$ cat src/rtl/breadboard_pkg.sv
// Shared types and constants for the Breadboard decoder source stage.
package breadboard_pkg;

   typedef enum logic [1:0] {
      S_IDLE    = 2'd0,
      S_SHIFT   = 2'd1,
      S_PRESENT = 2'd2,
      S_SWEEP   = 2'd3
   } state_t;

   localparam int         NIBBLE_W  = 4;
   localparam logic [3:0] LAST_CODE = 4'hF;
   localparam int         DWELL_W   = 8;

endpackage

$ cat src/rtl/dwell_counter.sv
// Loadable down-counter; tc pulses on the last cycle of each DWELL-cycle period.
module dwell_counter
   import breadboard_pkg::*;
#(
   parameter int DWELL = 60
) (
   input  logic clk,
   input  logic rst,
   input  logic load,
   input  logic en,
   output logic tc
);

   localparam logic [DWELL_W-1:0] RELOAD = DWELL_W'(DWELL - 1);

   logic [DWELL_W-1:0] count_reg;

   assign tc = en && (count_reg == '0);

   // Reloading on tc keeps every period exactly DWELL cycles long.
   always_ff @(posedge clk or posedge rst) begin
      if (rst) begin
         count_reg <= '0;
      end else if (load || tc) begin
         count_reg <= RELOAD;
      end else if (en) begin
         count_reg <= count_reg - 1'b1;
      end
   end

endmodule

$ cat src/rtl/breadboard_feeder.sv
// Nibble source for the Breadboard decoder: serial assembly with a one-deep
// pending slot, or an automatic 0..F sweep with a programmable dwell.
module breadboard_feeder
   import breadboard_pkg::*;
#(
   parameter int DWELL = 60
) (
   input  logic clk,
   input  logic rst,
   input  logic mode,
   input  logic sdi,
   input  logic sdi_valid,
   output logic sdi_ready,
   output logic w,
   output logic x,
   output logic y,
   output logic z,
   output logic out_valid,
   input  logic out_ack,
   output logic sweep_done
);

   state_t              state_reg, state_next;
   logic [NIBBLE_W-1:0] shift_reg, shift_next;
   logic [NIBBLE_W-1:0] out_reg, out_next;
   logic [NIBBLE_W-1:0] pend_reg, pend_next;
   logic [NIBBLE_W-1:0] code_reg, code_next;
   logic [1:0]          bit_cnt_reg, bit_cnt_next;
   logic                pend_full_reg, pend_full_next;
   logic                out_valid_reg, out_valid_next;
   logic                ready_reg, ready_next;
   logic                done_reg, done_next;

   logic                accept;
   logic                nibble_done;
   logic [NIBBLE_W-1:0] nibble;
   logic                dwell_load;
   logic                dwell_tc;

   assign accept       = sdi_valid && ready_reg;
   assign nibble       = {shift_reg[NIBBLE_W-2:0], sdi};
   assign nibble_done  = accept && (bit_cnt_reg == 2'd3);
   assign shift_next   = accept ? nibble : shift_reg;
   assign bit_cnt_next = accept ? bit_cnt_reg + 2'd1 : bit_cnt_reg;

   dwell_counter #(.DWELL(DWELL)) u_dwell (
      .clk  (clk),
      .rst  (rst),
      .load (dwell_load),
      .en   (state_reg == S_SWEEP),
      .tc   (dwell_tc)
   );

   always_comb begin
      state_next     = state_reg;
      out_next       = out_reg;
      out_valid_next = out_valid_reg;
      pend_next      = pend_reg;
      pend_full_next = pend_full_reg;
      code_next      = code_reg;
      done_next      = 1'b0;
      dwell_load     = 1'b0;

      case (state_reg)
         S_IDLE: begin
            if (mode) begin
               state_next     = S_SWEEP;
               code_next      = '0;
               out_next       = '0;
               out_valid_next = 1'b1;
               dwell_load     = 1'b1;
            end else if (nibble_done) begin
               state_next     = S_PRESENT;
               out_next       = nibble;
               out_valid_next = 1'b1;
            end else if (accept) begin
               state_next = S_SHIFT;
            end
         end

         S_SHIFT: begin
            if (nibble_done) begin
               state_next     = S_PRESENT;
               out_next       = nibble;
               out_valid_next = 1'b1;
            end
         end

         S_PRESENT: begin
            // A nibble finishing on the ack edge bypasses the pending slot.
            if (out_ack) begin
               if (nibble_done) begin
                  out_next = nibble;
               end else if (pend_full_reg) begin
                  out_next       = pend_reg;
                  pend_full_next = 1'b0;
               end else begin
                  out_valid_next = 1'b0;
                  state_next     = (bit_cnt_next != 2'd0) ? S_SHIFT : S_IDLE;
               end
            end else if (nibble_done) begin
               pend_next      = nibble;
               pend_full_next = 1'b1;
            end
         end

         S_SWEEP: begin
            if (dwell_tc) begin
               if (!mode || code_reg == LAST_CODE) begin
                  state_next     = S_IDLE;
                  out_valid_next = 1'b0;
                  done_next      = mode && (code_reg == LAST_CODE);
               end else begin
                  code_next = code_reg + 1'b1;
                  out_next  = code_reg + 1'b1;
               end
            end
         end

         default: state_next = S_IDLE;
      endcase

      ready_next = (state_next != S_SWEEP) && !pend_full_next;
   end

   always_ff @(posedge clk or posedge rst) begin
      if (rst) begin
         state_reg     <= S_IDLE;
         shift_reg     <= '0;
         bit_cnt_reg   <= '0;
         out_reg       <= '0;
         pend_reg      <= '0;
         pend_full_reg <= 1'b0;
         code_reg      <= '0;
         out_valid_reg <= 1'b0;
         ready_reg     <= 1'b1;
         done_reg      <= 1'b0;
      end else begin
         state_reg     <= state_next;
         shift_reg     <= shift_next;
         bit_cnt_reg   <= bit_cnt_next;
         out_reg       <= out_next;
         pend_reg      <= pend_next;
         pend_full_reg <= pend_full_next;
         code_reg      <= code_next;
         out_valid_reg <= out_valid_next;
         ready_reg     <= ready_next;
         done_reg      <= done_next;
      end
   end

   assign {w, x, y, z} = out_reg;
   assign out_valid    = out_valid_reg;
   assign sdi_ready    = ready_reg;
   assign sweep_done   = done_reg;

endmodule

$ cat config.mk
export PLATFORM = sky130hd
export DESIGN_NAME = breadboard_feeder
export DESIGN_NICKNAME = d
export VERILOG_FILES = /design/src/rtl/breadboard_pkg.sv /design/src/rtl/dwell_counter.sv /design/src/rtl/breadboard_feeder.sv
export SDC_FILE = /design/constraint.sdc
export NUM_CORES = 1
export LEC_CHECK = 0
export ABC_CLOCK_PERIOD_IN_PS = 2250
export BUFFER_PORTS_ARGS = -buffer_cell sky130_fd_sc_hd__clkbuf_2
export CORE_MARGIN = 2
export CORE_UTILIZATION = 59
export DETAILED_ROUTE_END_ITERATION = 8
export GPL_TIMING_DRIVEN = 0
export PLACE_DENSITY = 0.77
export SLEW_MARGIN = 20
export SYNTH_ARGS = -nofsm -noshare
export SYNTH_HDL_FRONTEND = slang
export SYNTH_SLANG_ARGS = --single-unit
$ cat constraint.sdc
create_clock -name clk -period 2.25 [get_ports clk]
set_input_delay 0.45 -clock clk [delete_from_list [all_inputs] [get_ports clk]]
set_output_delay 0.45 -clock clk [all_outputs]
set_load 0.005 [all_outputs]
=== Word-level counts from Yosys, hierarchy flattened ===
Cells that the tools add are included.

* Reduce and logical (&&, ||, !) cells: 18
* Bitwise logic cells: 1
* Eq/ne operators: 14
* Multiplexer cells: 41
* $add $sub $neg: 3

{| class="wikitable"
|+ Operators by type and width
! kind !! number
|-
| 2-to-1 mux 4 bit || 8
|-
| 2-to-1 mux 2 bit || 10
|-
| 2-to-1 mux 1 bit || 17
|-
| 2-to-1 mux 8 bit || 2
|-
| inequality test 2 bit, second input constant || 8
|-
| case mux 4 bit (4 select lines) || 1
|-
| zero test 8 bit || 1
|-
| case mux 2 bit (4 select lines) || 1
|-
| case mux 4 bit (2 select lines) || 1
|-
| AND reduction 4 bit || 2
|-
| subtractor 8 x 1 -> 8 bit, second input constant || 1
|-
| == test 2 bit, second input constant || 3
|-
| nonzero test 2 bit || 3
|-
| logical AND 1 bit || 5
|-
| AND reduction 5 bit || 1
|-
| adder 4 x 1 -> 4 bit, second input constant || 1
|-
| == test 4 bit, second input constant || 1
|-
| case mux 1 bit (4 select lines) || 1
|-
| inequality test 3 bit, second input constant || 1
|-
| AND reduction 3 bit || 1
|-
| adder 2 x 1 -> 2 bit, second input constant || 1
|-
| == test 2 x 1 -> 1 bit, second input constant || 1
|-
| zero test 1 bit || 2
|-
| zero test 2 bit || 1
|-
| 2 further kinds || 3
|}

* Bits in registers: 31
* Logic and storage cells: 88
* Output and inout port bits: 7

=== Depth between registers and ports, before layout ===
Gate-level depths: netlist of the first run.

* Depth in word-level cells: 10
* Mapped depth: 7
* Gate-level depth less buffers: 6

=== By module ===
From an unflattened synthesis of the first run, not the netlist that was laid out.

* Cell total of the unflattened synthesis: 168
* Area total of the unflattened synthesis: 1,719.1 um2

{| class="wikitable"
|+ Modules (own cells, without submodules)
! module !! area an instance (um2) !! cells an instance !! times used !! sequential area each (um2)
|-
| breadboard_feeder || 1,277.5 || 123 || 1 || 576.8
|-
| dwell_counter || 441.7 || 45 || 1 || 200.2
|}

=== Worst setup path before layout of the first run ===
OpenSTA, ideal clock, no wires.

* Kind: register to register
* Start point: reg u_dwell.count_reg[0]
* End point: reg out_reg[3]
* Clock period less this slack: 2,084 ps
* Buffers on the path: 0
* Data required time: 2,154 ps
* Path slack: 166 ps
* Cell stages (with the launch flop): 7
* Data arrival time: 1,988 ps
* Cell sequence: dfrtp_1 > inv_1 > ha_1 > or3b_2 > or4b_4 > o211a_2 > o32ai_2

* Longest elaborated chain between the ends: 4

{| class="wikitable"
|+ RTL lines
! item !! RTL line !! RTL
|-
| start, declared || dwell_counter.sv:16 || <nowiki>logic [DWELL_W-1:0] count_reg;</nowiki>
|-
| start signal, assigned || dwell_counter.sv:27 || <nowiki>count_reg <= count_reg - 1'b1;</nowiki>
|-
| zero test 8 bit || dwell_counter.sv:18 || <nowiki>assign tc = en && (count_reg == '0);</nowiki>
|-
| logical AND 1 bit || dwell_counter.sv:18 ||
|-
| inequality test 2 bit (no line) || - ||
|-
| AND reduction 4 bit (no line) || - ||
|-
| end signal, assigned || breadboard_feeder.sv:142 || <nowiki>out_reg <= out_next;</nowiki>
|-
| end, declared || breadboard_feeder.sv:25 || <nowiki>logic [NIBBLE_W-1:0] out_reg, out_next;</nowiki>
|}

No other way between the ends.
A chain may end at the register's enable or synchronous reset.

=== Worst setup path after layout of the first run ===
* Start point: reg u_dwell.count_reg[3]
* End point: reg out_reg[3]

Same word-level chain as after synthesis.

==> results of run 1 <==
-- how the worst max path moves through the flow --
stage / start / to / slack (ns) / cells after the start
after floorplan: u_dwell.count_reg[0] / out_reg[3] / 0.17 / 6
after global placement: u_dwell.count_reg[0] / out_reg[3] / 0.08 / 6
after detailed placement: u_dwell.count_reg[0] / out_reg[3] / 0.04 / 6
after CTS: u_dwell.count_reg[1] / out_reg[3] / 0.02 / 6
after global routing: u_dwell.count_reg[3] / out_reg[3] / 0.02 / 4
final: u_dwell.count_reg[3] / out_reg[3] / 0.08 / 4
-- repair_timing --
item                                    in CTS  in global routing
setup buffers                                0                  2
endpoints found under the setup margin       0                 10
resized for setup                            0                  4
-- synth_stat cells, drive strengths merged (2+ instances only) --
master,instances
nor3,7
o21a,2
nor4,2
clkbuf,8
nand3b,3
a31oi,3
o21ai,6
o22ai,6
and3,2
inv,11
dfrtp,30
or3b,2
a32oi,4
or3,5
nand2,16
mux2,6
xnor2,8
nor2b,3
o211ai,2
mux2i,3
and2,2
nor2,10
nand2b,4
a21oi,10
nand4,2
nand3,5
ha,4
-- area by class of cell --
cell class	count	area, um^2	share of cell area [%]
Multi-Input combinational cell	136	943	46.3
Sequential cell	31	777	38.1
Buffer	8	90.1	4.42
Timing Repair Buffer	14	75.1	3.69
Clock buffer	8	68.8	3.38
Inverter	11	41.3	2.03
Tap cell	33	41.3	2.03
-- power by group --
part | internal, uW | total, uW | switching, uW | leakage [uW]
sequential | 747 | 920 | 172 | 0.000378
combinational | 592 | 1250 | 656 | 0.000474
clock | 184 | 382 | 198 | 0.0000386
-- cells by family after synthesis --
| group | after synthesis |
|---|---|
| AO/OA/AOI/OAI | 45 |
| XOR/XNOR | 9 |
| adder cells (fa/ha/maj) | 4 |
| buffers and inverters | 19 |
| flip-flops | 31 |
| multiplexers | 9 |
| AND/OR/NAND/NOR | 69 |
-- per-layer routing --
| metal | routed length (um) | up-vias | GRT usage [%] |
|---|---|---|---|
| met1 | 1960 | 745 | 35.7 |
| met4 | 98 | 0 | 15.6 |
| met5 | 0 | - | 0 |
| li1 | - | 722 | - |
| met2 | 1940 | 62 | 43.0 |
| met3 | 221 | 11 | 6.06 |
-- through the flow --
stage / hold slack (ns) / power [uW] / utilization [%]
after floorplan: 0.450 / 1800 / -
after global placement: 0.466 / 2060 / 64.6
after detailed placement: 0.492 / 2110 / 64.6
after CTS: 0.189 / 2490 / 66.9
after global routing: 0.230 / 2720 / 67.8
final: 0.158 / 2550 / 67.8
==> results.yml, run 1 <==
critical_path:
  cp_slowest_cell: "or4b_4"
  critical-path-max-stage-delay_ns: 0.61
  rr_startpoint: "u_dwell.count_reg[3]"
  reg2reg_slack_ns: 0.08
  path_delay_family: "simple AND/OR/NAND/NOR gates"
  cp-end-kind: "register"
  worst_setup_path_start_kind: "register"
  critical_path_arrival_ns: 2.39
  reg2regPathDepth: 4
  r2r-end: "out_reg[3]"
  path_buf_inv: 0
  path_cells: "or4_4 -> or4b_4 -> a32oi_1 -> o32ai_2"
  cp_max_fo: 5
  required_ns: 2.48
  path_class: "reg -> reg"
floorplanning:
  start_util_pct: 61.2
  die_h_um: 59.8
  ios: 13
  core-area_mm2: 0.00300
  dieArea_mm2: 0.00358
  num_rows: 20
  die_width_um: 59.8
synth:
  avgSynthCellArea_um2: 9.88
  synth-edff-count: 0
  syn_inst: 186
  synthMuxAreaShare_pct: 5.31
  yosysWarnings: 0
  synth_top_cell_area_share_pct: 40.8
  synth.net_count: 196
  synthFlopType: "dfrtp_1"
  yosys.area_share.simple_pct: 21.1
  synth_area_mm2: 0.00184
  synth-seq-cells: 31
  synthArstFlopShare_pct: 100
  synth-xor-area-share_pct: 4.29
  yosys.cell_types.count: 50
  yosys.area_share.adder_pct: 2.72
  synth_top_family_by_area: "simple AND/OR/NAND/NOR gates"
  synth.largest_area_cell: "dfrtp_1"
  synth_top_cells_by_area: "dfrtp_1, clkbuf_8, xnor2_1, mux2_2, nand2_1"
  synth_compound_area_share_pct: 17.2
  ys_seq_area_share_pct: 42.3
cells_and_area:
  nets: 217
  n_antenna_cell: 0
  final_common_cell: "dfrtp_1"
  area_delta_synth_final_pct: 10.8
  largest_register_ffs: 8
  final_cell_mix: "dfrtp_1, nand2_1, clkbuf_2, nor2_1, a21oi_1"
  drive_gt1_share_pct: 23.1
  finalNonFillerCells: 241
  fillers: 249
  fin_area_mm2: 0.00204
hold_path:
  hp-class: "in -> async"
routing:
  routed_wl_um: 4220
  drt_iter0_drc: 109
  wl_per_cell_um: 17.5
  firstDrtPassIters: 4
  drc_errors: 0
  drtAntennaViolNets: 0
  vias_per_cell: 6.39
  vias: 1540
placement:
  dpl.cell_count: 231
  gp_congestion: 0.846
  io_buffers: 12
  placed_area_mm2: 0.00194
  dp_hpwl_um: 2980
  pre_cts_slack_ns: 0.0416
cts:
  root_buffer: "clkbuf_4"
  htree_levels: 2
  ctsHoldBuffers: 0
  cts_made_buffers: 5
  cts.clk_slew.worst_paths_ns: 0.10
  clk_latency_ns: 0.35
  clkSinkCount: 31
  cts_tree: "done"
  cts_buffer_depth: 2
timing:
  worst_slack_ns: 0.0835
  finalWorstPathRequiredPeriod_ns: 2.17
  fmax_ghz: 0.462
  rsz0062_at_grt: "no"
  slew_headroom_pct: 56.8
  slew_violations: 0
  finClkSkew_ns: 0.00701
  tns_ns: 0
  finalSetupViolCount: 0
  worst_slew_pin_slew_ns: 0.647
  fin_crit_sh_pct: 96.3
  hold_viol_final: 0
global_routing:
  grt_use_total_pct: 27.8
  gr-total-overflow: 0
  grt_pass1_vias: 1589
  grt_start_max_net_pins: 32
  grt_pass1_wl_um: 7320
  antenna_found_initial: 0
run:
  cap_violations: 0
run_status:
  status: "finished, final reports clean"
power_and_ir_drop:
  p_leak_uw: 0.000891
  power_density_mw_per_mm2: 1250
  irDropWorstVdd_v: 0.000836
No activity file was read; power rests on OpenSTA's default activity.
==> run 2, diff against run 1 <==
==> constraint.sdc (replaced) <==
create_clock -name clk -period 2.25 [get_ports clk]
set_input_delay 0.1125 -clock clk [delete_from_list [all_inputs] [get_ports clk]]
set_output_delay 0.1125 -clock clk [all_outputs]
set_load 0.005 [all_outputs]
==> run 2 against run 1 <==
First-iteration DRC count is 13% higher; sequential share of layout area is 0.19 points lower; via count grew 0.65%; critical path type unchanged.
==> results.yml, run 2 (same netlist as run 1, synthesis figures left out) <==
run_status:
  status: "finished, final reports clean"
placement:
  pre_cts_slack_ns: 0.0416
  gp_congestion: 0.846
  dp_hpwl_um: 2980
  io_buffers: 12
critical_path:
  worst_setup_path_start_kind: "register"
  crit_start: "u_dwell.count_reg[3]"
  reg2regPathDepth: 4
  r2r-end: "out_reg[3]"
  path_class: "reg -> reg"
  crit_end: "out_reg[3]"
  cp-end-kind: "register"
  reg2reg_slack_ns: 0.07
  required_ns: 2.48
  cp_max_fo: 5
  critical_path_arrival_ns: 2.41
  rr_startpoint: "u_dwell.count_reg[3]"
floorplanning:
  ios: 13
  num_rows: 20
  die_width_um: 59.8
  dieArea_mm2: 0.00358
  die_h_um: 59.8
  core-area_mm2: 0.00300
  start_util_pct: 61.2
timing:
  slew_violations: 0
  fin_crit_sh_pct: 96.7
  tns_ns: 0
  worst_slack_ns: 0.0736
  finalSetupViolCount: 0
  hold_viol_final: 0
  rsz0062_at_grt: "no"
  worst_slew_pin_slew_ns: 0.648
  slew_headroom_pct: 56.7
  finClkSkew_ns: 0.00792
  fmax_ghz: 0.459
  finalWorstPathRequiredPeriod_ns: 2.18
global_routing:
  grt_pass1_wl_um: 7350
  grt_pass1_vias: 1601
  grt_start_max_net_pins: 32
  antenna_found_initial: 0
  gr-total-overflow: 0
  grt_use_total_pct: 27.8
routing:
  vias: 1550
  drtAntennaViolNets: 0
  vias_per_cell: 6.40
  wl_per_cell_um: 17.5
  firstDrtPassIters: 4
  routed_wl_um: 4230
  drc_errors: 0
  drt_iter0_drc: 123
cells_and_area:
  area_delta_synth_final_pct: 11.4
  largest_register_ffs: 8
  nets: 218
  drive_gt1_share_pct: 23.0
  final_common_cell: "dfrtp_1"
  final_cell_mix: "dfrtp_1, nand2_1, clkbuf_2, nor2_1, a21oi_1"
  n_antenna_cell: 0
  post-route-util_pct: 68.2
hold_path:
  hp-class: "in -> reg"
  hold_depth: 3
cts:
  cts.clk_slew.worst_paths_ns: 0.09
  htree_levels: 2
  cts_buffer_depth: 2
  clkSinkCount: 31
  cts_tree: "done"
  clk_latency_ns: 0.36
  root_buffer: "clkbuf_4"
  cts_made_buffers: 5
power_and_ir_drop:
  swShare_pct: 40.4
  power_density_mw_per_mm2: 1250
  power_frac_clock_pct: 15.0
  pwr-share-comb_pct: 49.0
  p_seq_share_pct: 36.0
  p_leak_uw: 0.000895
  p_sw_uw: 1030
  irDropWorstVdd_v: 0.000837
  internal-power_uw: 1520
run:
  cap_violations: 0
## run 2: worst min-delay path by stage
stage | start | endpoint | slack [ns]
finish | sdi | shift_reg[0] | 0.05
global route | sdi | shift_reg[0] | 0.08
CTS | sdi | shift_reg[0] | 0.05
detailed placement | rst | out_valid | 0.23
global placement | sdi | shift_reg[0] | 0.41
floorplan | rst | bit_cnt_reg[0] | 0.22
## run 2: through the flow
| step | power (uW) | cells | hold WS, ns | cell area, um^2 |
|---|---|---|---|---|
| 6_report | 2560 | 242 | 0.0529 | 2050 |
| 5_1_grt | 2730 | 242 | 0.0797 | 2050 |
| 4_1_cts | 2490 | 240 | 0.0490 | 2020 |
| 3_5_place_dp | 2110 | 231 | 0.230 | 1940 |
| 3_3_place_gp | 2060 | 231 | 0.414 | 1940 |
| 2_1_floorplan | 1800 | 186 | 0.215 | 1840 |
## run 2: final cells by class
class,count,area [um^2]
clock buffers,8,68.8
inverters,11,41.3
plain buffers,8,90.1
repair buffers,15,85.1
fillers,248,956
well taps,33,41.3
flip-flops and latches,31,777
multi-input cells,136,943
## run 2: critical path: stages, from the launching register on
cell,delay (ns)
dfrtp_1,0.44
or4_4,0.59
or4b_4,0.60
a32oi_1,0.30
o32ai_2,0.12
## run 2: power by group through the flow
stage               combinational, uW  sequential, uW  clock, uW
CTS                              1200             911        388
global route                     1380             941        405
global placement                 1150             907          0
floorplan                         918             882          0
detailed placement               1180             923          0
finish                           1250             919        384
## run 2: per-layer routing
layer / global-route usage [%] / wire (um) / vias up
met1: 35.7 / 1960 / 761
met4: 15.6 / 101 / 0
met3: 6.06 / 215 / 12
li1: - / - / 722
met2: 43.3 / 1960 / 55
met5: 0 / 0 / -
## run 2: timing repair
| action | 4_1_cts | 5_1_grt |
|---|---|---|
| setup endpoints to repair | 0 | 10 |
| setup buffers | 0 | 2 |
| hold buffers | 1 | 0 |
| resized for setup | 0 | 4 |
| endpoints found under the hold margin | 30 | 0 |
==> run 3, diff against run 2 <==
CORE_UTILIZATION = 40   (was 59)
PLACE_DENSITY = 0.56   (was 0.77)
==> run 3 against run 2 <==
Via count shrank 4.4%; sequential share of layout area decreased by 0.39 points; non-clock buffer count is 2 lower; utilization down 21 points; critical path depth rose by 2; worst setup slack gained 0.025 ns; die area increased by 44%; register-to-register slack gained 0.03 ns; cell count increased by 7.0%; critical endpoint unchanged.
==> results.yml, run 3 (same netlist as run 1, synthesis figures left out) <==
critical_path:
  path_cells: "inv_1 -> ha_1 -> or3b_4 -> or4b_4 -> o211a_2 -> o32ai_2"
  path_class: "reg -> reg"
  path_buf_inv: 1
  cp_slowest_cell: "or4b_4"
  critical-path-max-stage-delay_ns: 0.58
  critical_path_arrival_ns: 2.34
  cp_max_fo: 5
  required_ns: 2.44
  worst_setup_path_start_kind: "register"
  path_delay_family: "simple AND/OR/NAND/NOR gates"
  cp-end-kind: "register"
cells_and_area:
  fillers: 435
  final_common_cell: "dfrtp_1"
  largest_register_ffs: 8
  n_antenna_cell: 0
  nets: 216
  final_cell_mix: "dfrtp_1, nand2_1, clkbuf_2, clkbuf_8"
  area_delta_synth_final_pct: 12.5
  drive_gt1_share_pct: 21.3
floorplanning:
  die_width_um: 71.8
  start_util_pct: 41.9
  core-area_mm2: 0.00438
  num_rows: 24
  die_h_um: 71.8
  ios: 13
  dieArea_mm2: 0.00515
hold_path:
  hp-class: "in -> reg"
routing:
  drt_iter0_drc: 35
  drtAntennaViolNets: 0
  drc_errors: 0
  wl_per_cell_um: 16.8
  routed_wl_um: 4360
  vias: 1482
  firstDrtPassIters: 4
  vias_per_cell: 5.72
timing:
  worst_slew_pin_slew_ns: 0.654
  whs_ns: 0.165
  fin_crit_sh_pct: 95.6
  slew_headroom_pct: 56.3
  rsz0062_at_grt: "no"
  finalSetupViolCount: 0
  worst_slack_ns: 0.0990
  tns_ns: 0
  hold_viol_final: 0
  finalWorstPathRequiredPeriod_ns: 2.15
  finClkSkew_ns: 0.00864
  fmax_ghz: 0.465
  slew_violations: 0
placement:
  dp_hpwl_um: 3150
  io_buffers: 12
  pre_cts_slack_ns: -0.00235
  gp_congestion: 0.766
power_and_ir_drop:
  p_leak_uw: 0.000891
  irDropWorstVdd_v: 0.000601
  power_density_mw_per_mm2: 1230
  fin_total_pwr_uw: 2550
cts:
  clk_latency_ns: 0.28
  cts.clk_slew.worst_paths_ns: 0.07
  root_buffer: "clkbuf_8"
  cts_tree: "done"
  cts_made_buffers: 5
  cts_buffer_depth: 2
  clkSinkCount: 31
  cts_setup_buffers: 0
  htree_levels: 2
global_routing:
  grt_start_max_net_pins: 32
  gr-total-overflow: 0
  grt_pass1_vias: 1554
  grt_use_total_pct: 18.5
  grt_pass1_wl_um: 7470
  antenna_found_initial: 0
run_status:
  status: "finished, final reports clean"
run:
  cap_violations: 0
-- run 3: layout make-up --
| type | count | area, um^2 | area share [%] |
|---|---|---|---|
| multi-input cells | 136 | 943 | 45.6 |
| flip-flops and latches | 31 | 777 | 37.6 |
| plain buffers | 8 | 90.1 | 4.36 |
| clock buffers | 7 | 76.3 | 3.69 |
| repair buffers | 13 | 70.1 | 3.39 |
| well taps | 52 | 65.1 | 3.15 |
| inverters | 11 | 41.3 | 2.00 |
| clock inverters | 1 | 5.00 | 0.242 |
-- run 3: what timing repair did --
action,CTS,global route
resized for setup,1,4
setup endpoints to repair,2,12
hold endpoints to repair,30,0
gates cloned,0,0
hold buffers,1,0
-- run 3: final timing paths --
kind	from	end	slack [ns]	cells past startpoint
setup / recovery	u_dwell.count_reg[0]	out_reg[3]	0.1	6
hold / removal	sdi	pend_reg[0]	0.17	3
setup reg to reg	u_dwell.count_reg[0]	out_reg[3]	0.1	6
hold reg to reg	pend_reg[0]	pend_reg[0]	0.50	2
max in group asynchronous	rst	pend_reg[0]	1.37	3
min in group asynchronous	rst	u_dwell.count_reg[2]	0.45	3
-- run 3: per-stage QoR --
stage	utilization, %	cell area, um^2	instances
detailed placement	44.8	1960	250
global placement	44.8	1960	250
CTS	47.0	2060	259
global route	47.2	2070	259
finish	47.2	2070	259
floorplan	-	1840	186
-- run 3: report_power, final --
group          leakage (uW)  internal, uW  switching, uW
clock             0.0000422           217            205
combinational      0.000470           575            643
sequential         0.000378           748            166
-- run 3: tightest hold or removal path: stages --
cell and delay [ns]:
clkbuf_2 0.08, inv_1 0.10, o21ai_0 0.10
-- run 3: metal layers --
layer	global-route usage [%]	vias to the layer above	part of all wire [%]	wire length (um)
met2	28.7	23	45	1960
met4	7.13	0	1.4	61
met5	0	-	0	0
li1	-	722	-	-
met3	3.23	7	3.1	135
met1	25.9	730	50	2200
